<file path="src/rtl/keypad_pkg.sv">
// Shared types and helpers for the matrix keypad scanner.
// Holds the scan FSM state encoding, the key-code mapping and a counter-width helper.
package keypad_pkg;

  typedef enum logic [1:0] {
    SCAN        = 2'd0,
    DEB_PRESS   = 2'd1,
    HELD        = 2'd2,
    DEB_RELEASE = 2'd3
  } state_t;

  function automatic int code_of(input int row, input int col, input int ncols);
    return row * ncols + col;
  endfunction

  // Bits needed to count 0..n-1, never narrower than one bit.
  function automatic int width_of(input int n);
    return (n > 1) ? $clog2(n) : 1;
  endfunction

endpackage

</file>
<file path="src/rtl/sync2.sv">
// Two-flop synchroniser, WIDTH bits wide, for asynchronous inputs.
// The output is all-zero while reset is held.
module sync2 #(
  parameter int WIDTH = 1
) (
  input  logic             clk,
  input  logic             rst_n,
  input  logic [WIDTH-1:0] i_d,
  output logic [WIDTH-1:0] o_q
);

  logic [WIDTH-1:0] r_p0;
  logic [WIDTH-1:0] r_p1;

  always_ff @(posedge clk or negedge rst_n) begin
    if (!rst_n) begin
      r_p0 <= '0;
      r_p1 <= '0;
    end else begin
      r_p0 <= i_d;
      r_p1 <= r_p0;
    end
  end

  assign o_q = r_p1;

endmodule

</file>
<file path="src/rtl/keypad_scanner.sv">
// Matrix keypad scanner: one-hot column drive, synchronised row sensing, debounced
// press/release, optional auto-repeat, and key-code delivery over valid/ready.
module keypad_scanner
  import keypad_pkg::*;
#(
  parameter int NUM_ROWS        = 4,
  parameter int NUM_COLS        = 3,
  parameter int SCAN_DWELL      = 16,
  parameter int DEBOUNCE_CYCLES = 1000,
  parameter int REPEAT_EN       = 0,
  parameter int REPEAT_DELAY    = 500000,
  parameter int REPEAT_RATE     = 100000,
  localparam int CW             = width_of(NUM_ROWS * NUM_COLS)
) (
  input  logic                clk,
  input  logic                reset_n,
  output logic [NUM_COLS-1:0] columns,
  input  logic [NUM_ROWS-1:0] rows,
  output logic [CW-1:0]       key_code,
  output logic                key_valid,
  input  logic                key_ready,
  output logic                key_down,
  output logic                overrun
);

  localparam int RW = width_of(NUM_ROWS);
  localparam int IW = width_of(NUM_COLS);
  localparam int DW = width_of(SCAN_DWELL);
  localparam int BW = width_of(DEBOUNCE_CYCLES);
  localparam int PW = width_of((REPEAT_DELAY > REPEAT_RATE) ? REPEAT_DELAY : REPEAT_RATE);

  logic                w_rst_n;
  logic [NUM_ROWS-1:0] w_rows_s;
  state_t              r_state, w_state_nxt;
  logic [IW-1:0]       r_idx, w_idx_nxt, w_idx_adv;
  logic [DW-1:0]       r_dwell, w_dwell_nxt;
  logic [BW-1:0]       r_cnt, w_cnt_nxt;
  logic [RW-1:0]       r_row, w_row_nxt, w_low_row;
  logic [PW-1:0]       r_rep, w_rep_nxt;
  logic                r_rep_first, w_rep_first_nxt;
  logic [NUM_COLS-1:0] r_columns;
  logic [CW-1:0]       r_key_code, w_code;
  logic                r_key_valid, r_key_down, w_down_nxt, r_overrun;
  logic                w_row_hi, w_emit;

  // Reset asserts asynchronously but is released on a clock edge.
  sync2 #(.WIDTH(1)) u_rst_sync (
    .clk   (clk),
    .rst_n (reset_n),
    .i_d   (1'b1),
    .o_q   (w_rst_n)
  );

  sync2 #(.WIDTH(NUM_ROWS)) u_row_sync (
    .clk   (clk),
    .rst_n (w_rst_n),
    .i_d   (rows),
    .o_q   (w_rows_s)
  );

  always_comb begin
    w_low_row = '0;
    for (int r = NUM_ROWS - 1; r >= 0; r--) begin
      if (w_rows_s[r]) w_low_row = RW'(r);
    end
  end

  assign w_row_hi  = w_rows_s[r_row];
  assign w_idx_adv = (r_idx == IW'(NUM_COLS - 1)) ? '0 : r_idx + 1'b1;
  assign w_code    = CW'(code_of(int'(r_row), int'(r_idx), NUM_COLS));

  always_comb begin
    w_state_nxt     = r_state;
    w_idx_nxt       = r_idx;
    w_dwell_nxt     = r_dwell;
    w_cnt_nxt       = r_cnt;
    w_row_nxt       = r_row;
    w_rep_nxt       = r_rep;
    w_rep_first_nxt = r_rep_first;
    w_down_nxt      = r_key_down;
    w_emit          = 1'b0;
    case (r_state)
      SCAN: begin
        if (r_dwell == DW'(SCAN_DWELL - 1)) begin
          w_dwell_nxt = '0;
          if (|w_rows_s) begin
            w_row_nxt   = w_low_row;
            w_cnt_nxt   = '0;
            w_state_nxt = DEB_PRESS;
          end else begin
            w_idx_nxt = w_idx_adv;
          end
        end else begin
          w_dwell_nxt = r_dwell + 1'b1;
        end
      end
      DEB_PRESS: begin
        if (!w_row_hi) begin
          w_cnt_nxt   = '0;
          w_idx_nxt   = w_idx_adv;
          w_state_nxt = SCAN;
        end else if (r_cnt == BW'(DEBOUNCE_CYCLES - 1)) begin
          w_emit          = 1'b1;
          w_down_nxt      = 1'b1;
          w_cnt_nxt       = '0;
          w_rep_nxt       = '0;
          w_rep_first_nxt = 1'b1;
          w_state_nxt     = HELD;
        end else begin
          w_cnt_nxt = r_cnt + 1'b1;
        end
      end
      HELD: begin
        if (!w_row_hi) begin
          w_cnt_nxt   = '0;
          w_state_nxt = DEB_RELEASE;
        end else if (REPEAT_EN != 0) begin
          // Repeat timer only runs while held; a release bounce freezes it.
          if (r_rep == (r_rep_first ? PW'(REPEAT_DELAY - 1) : PW'(REPEAT_RATE - 1))) begin
            w_emit          = 1'b1;
            w_rep_nxt       = '0;
            w_rep_first_nxt = 1'b0;
          end else begin
            w_rep_nxt = r_rep + 1'b1;
          end
        end
      end
      DEB_RELEASE: begin
        if (w_row_hi) begin
          w_cnt_nxt   = '0;
          w_state_nxt = HELD;
        end else if (r_cnt == BW'(DEBOUNCE_CYCLES - 1)) begin
          w_cnt_nxt   = '0;
          w_down_nxt  = 1'b0;
          w_idx_nxt   = w_idx_adv;
          w_state_nxt = SCAN;
        end else begin
          w_cnt_nxt = r_cnt + 1'b1;
        end
      end
      default: w_state_nxt = SCAN;
    endcase
  end

  always_ff @(posedge clk or negedge w_rst_n) begin
    if (!w_rst_n) begin
      r_state     <= SCAN;
      r_idx       <= '0;
      r_dwell     <= '0;
      r_cnt       <= '0;
      r_row       <= '0;
      r_rep       <= '0;
      r_rep_first <= 1'b0;
      r_columns   <= '0;
      r_key_code  <= '0;
      r_key_valid <= 1'b0;
      r_key_down  <= 1'b0;
      r_overrun   <= 1'b0;
    end else begin
      r_state     <= w_state_nxt;
      r_idx       <= w_idx_nxt;
      r_dwell     <= w_dwell_nxt;
      r_cnt       <= w_cnt_nxt;
      r_row       <= w_row_nxt;
      r_rep       <= w_rep_nxt;
      r_rep_first <= w_rep_first_nxt;
      r_columns   <= NUM_COLS'(1) << w_idx_nxt;
      r_key_down  <= w_down_nxt;
      // A new event may replace one that is being accepted this same cycle.
      if (w_emit) begin
        if (!r_key_valid || key_ready) begin
          r_key_code  <= w_code;
          r_key_valid <= 1'b1;
        end else begin
          r_overrun <= 1'b1;
        end
      end else if (key_ready) begin
        r_key_valid <= 1'b0;
      end
    end
  end

  assign columns   = r_columns;
  assign key_code  = r_key_code;
  assign key_valid = r_key_valid;
  assign key_down  = r_key_down;
  assign overrun   = r_overrun;

endmodule

</file>
<file path="config.mk">
export PLATFORM = sky130hd
export DESIGN_NAME = keypad_scanner
export DESIGN_NICKNAME = d
export VERILOG_FILES = /design/src/rtl/keypad_pkg.sv /design/src/rtl/sync2.sv /design/src/rtl/keypad_scanner.sv
export SDC_FILE = /design/constraint.sdc
export NUM_CORES = 1
export LEC_CHECK = 0
export BUFFER_PORTS_ARGS = -buffer_cell sky130_fd_sc_hd__buf_2
export CAP_MARGIN = 30
export CORE_MARGIN = 8
export CORE_UTILIZATION = 59
export CTS_BUF_LIST = sky130_fd_sc_hd__clkbuf_4
export CTS_CLUSTER_DIAMETER = 150
export DETAILED_ROUTE_END_ITERATION = 8
export GPL_ROUTABILITY_DRIVEN = 0
export PLACE_DENSITY = 0.79
export SLEW_MARGIN = 25
export SYNTH_ARGS = -nofsm -noshare
export SYNTH_HDL_FRONTEND = slang
export SYNTH_SLANG_ARGS = --single-unit
export TNS_END_PERCENT = 50
</file>
<file path="constraint.sdc">
create_clock -name clk -period 1.9 [get_ports clk]
set_clock_uncertainty 0.2 [all_clocks]
set_input_delay 0.095 -clock clk [delete_from_list [all_inputs] [get_ports clk]]
set_output_delay 0.095 -clock clk [all_outputs]
set_load 0.1 [all_outputs]
</file>
==> results.md <==
* Status: finished, violations left
* Violated checks: negative setup slack
* Vias in the first global route at 1,590
* Port buffer count at 16
* Asr flop ratio synth at 100%
* Share of layout cells above drive strength 1 at 44.5%
* Num ports at 17
* Maximum clock path buffer count at 2
* Row cnt at 20
* TritonCTS clock tree: yes
* TritonCTS Sinks at 40
* Unique masters post-synth at 46
* Max transition margin at 66.2%
* Ys Warns at 0
* Drt drc at 0
* Layout Area Growth over Synthesis at 38.1%
* First-pass DRT Iterations at 8
* Pin count of the biggest net entering global routing at 39
* Unrepaired setup endpoints after global routing: true
* Top-area cell type share of the netlist area at 51.9%
* Die Wd at 73.2 um
* Setup ws final at -0.351 ns
* Dpl ws at -0.203 ns
* CP endpoint: r_cnt[5]
* CP required at 1.98 ns
* Post-DP HPWL at 2770 um
* Seq cells post-synth at 40
* Leak at 0.00123 uW
* CP Launch Type: register
* Hold Crit Class: register to asynchronous set/reset pin
* Maxcap violations at 0
* Worst R2R Start: r_row[0]
* VDD IR max at 1.10 mV
* Initial core utilization at 62.7%
* Max-slew violations at 0
* DR vias at 1,735
* CTS Buf Count at 5
* Wire length per cell after detailed routing at 21.0 um
* Fin crit share at 118%
* Critical path class: register to register
* N_diodes at 0
* Syn Nets at 184
* Final Setup Violations at 20
* Dominant cell type by area after synthesis: dfrtp_1
* Avg Cell Area, Syn at 11.3 um^2
* Post-synth top flop: dfrtp_1
* Gr ovfl total at 0
* Crit path arrival time at 2.33 ns
* Placed cell areas at 2310 um^2
* Drt total wl at 5910 um
* First-pass GRT wire length at 7730 um
* CTS clock-pin slew for the worst setup and hold paths at 0.14 ns
* Die Y at 73.2 um
* Slew @ Worst Pin at 0.511 ns
* Top cells by count, synth: dfrtp_1, nand2_1, nand3_1
* Count leader, synth: dfrtp_1
* Crit path max fanout at 8
* Reg2reg path depth at 7
* Routed vias/inst at 6.15
* Sequential fraction of the synthesis area at 51.9%
* Period minus WS final at 2.25 ns
* CTS H-tree depth at 2
* Reg2Reg Setup Slack at -0.35 ns
* GRT Util Overall at 19.4%
* Root Buffer: clkbuf_4
* CP startpoint: r_row[0]
* Clk_lat worst skew at 0.37 ns
* Die ar. at 5360 um^2
* Std-Cell Core Area at 3080 um^2
* Post-synthesis cell count at 171
* Final Instance Area at 2660 um^2
* R2r endpoint: r_cnt[5]
* Initial antenna violation count at 0
* Worst Setup End Kind: register
* Pwr Total at 3260 uW
* FMAX at 0.444 GHz
* Final net count at 250
* PD cells at 1220 nW/um^2
* Fin. Hold Viols at 0
* ANT nets after route at 0
* Initial DRC count at 241
* Area contributors post-synth: dfrtp_1, mux2_2, nand3_1
* Post-Syn Area at 1930 um^2
* Post-synth EDFFs at 0
[cell usage in the layout (no fill, tap or decap), types with 3 or more instances in the layout]
cell / n
nand3_1: 12
inv_1: 7
dfrtp_2: 4
dfrtp_1: 36
nor2_1: 6
a21oi_1: 6
buf_2: 16
o21ai_0: 8
buf_4: 39
o21ai_1: 4
mux2_2: 5
dlygate4sd3_1: 7
clkbuf_4: 6
nand2_1: 16
or3_1: 5
nand4_1: 3
mux2_4: 3
mux2i_4: 3
[per-stage QoR]
stage | cells | hold slack, ns | util (%) | TNS, ns
floorplan | 171 | -0.401 | - | -0.203
global placement | 257 | -0.321 | 75.0 | -1.06
detailed placement | 257 | -0.317 | 75.0 | -2.02
CTS | 277 | 0.110 | 83.2 | -1.21
global route | 282 | 0.125 | 86.5 | -5.21
finish | 282 | 0.0797 | 86.5 | -3.91
[registers in the layout, indices dropped and copies added (netlist names), 2 cells and up, named ones only]
register         flops
r_cnt               10
key_code             4
r_dwell              4
u_row_sync.o_q       4
u_row_sync.r_p0      4
columns              3
r_idx                2
r_row                2
[how the worst min path moves through the flow]
stage | to | slack [ns] | depth (start not counted)
floorplan | u_rst_sync.o_q | -0.40 | 0
global placement | u_rst_sync.r_p0 | -0.32 | 1
detailed placement | u_rst_sync.r_p0 | -0.32 | 1
CTS | key_code[2] | 0.11 | 1
global route | u_row_sync.o_q[0] | 0.13 | 1
finish | key_code[2] | 0.08 | 1
[critical path, cell delays in order, from the launching register on]
cell and delay (ns):
dfrtp_1 0.46, buf_6 0.17, nor3b_2 0.38, mux2i_4 0.16
buf_4 0.18, and2_4 0.17, or3_1 0.36, nand3_1 0.11
[cell families after synthesis]
| family | count (synthesis) | synth area share [%] |
|---|---|---|
| other | 1 | 0.194 |
| XOR/XNOR | 2 | 0.908 |
| AO/OA/AOI/OAI | 32 | 11.8 |
| AND/OR/NAND/NOR | 65 | 20.4 |
| buffers and inverters | 12 | 2.85 |
| adder cells (fa/ha/maj) | 6 | 4.67 |
| multiplexers | 13 | 7.26 |
| flip-flops | 40 | 51.9 |
[layer usage]
metal	vias up	GRT usage [%]	part of all wire, %
li1	744	-	-
met1	832	21.9	36
met2	117	32.3	49
met5	-	0	0
met4	0	8.44	6.1
met3	42	6.59	8.2
[area by class of cell]
cell class	instances	area, um^2
sequential	40	1010
clock buffer	6	45.0
inverter	7	26.3
timing repair buffer	64	465
multi-input combinational	119	1010
fill	157	414
tap	44	55.1
clock inverter	2	60.1
[what timing repair did]
item	CTS	global route
pin swaps	4	8
gates resized for setup	13	16
hold buffers	7	0
hold endpoints to repair	7	0
endpoints found under the setup margin	20	22
cloned	1	1
buffers inserted	4	4
[power breakdown]
group / switching [uW] / total (uW) / internal (uW)
clock network: 285 / 710 / 425
registers: 179 / 1180 / 1000
logic: 750 / 1370 / 617
(Power assumes the default switching activity.)
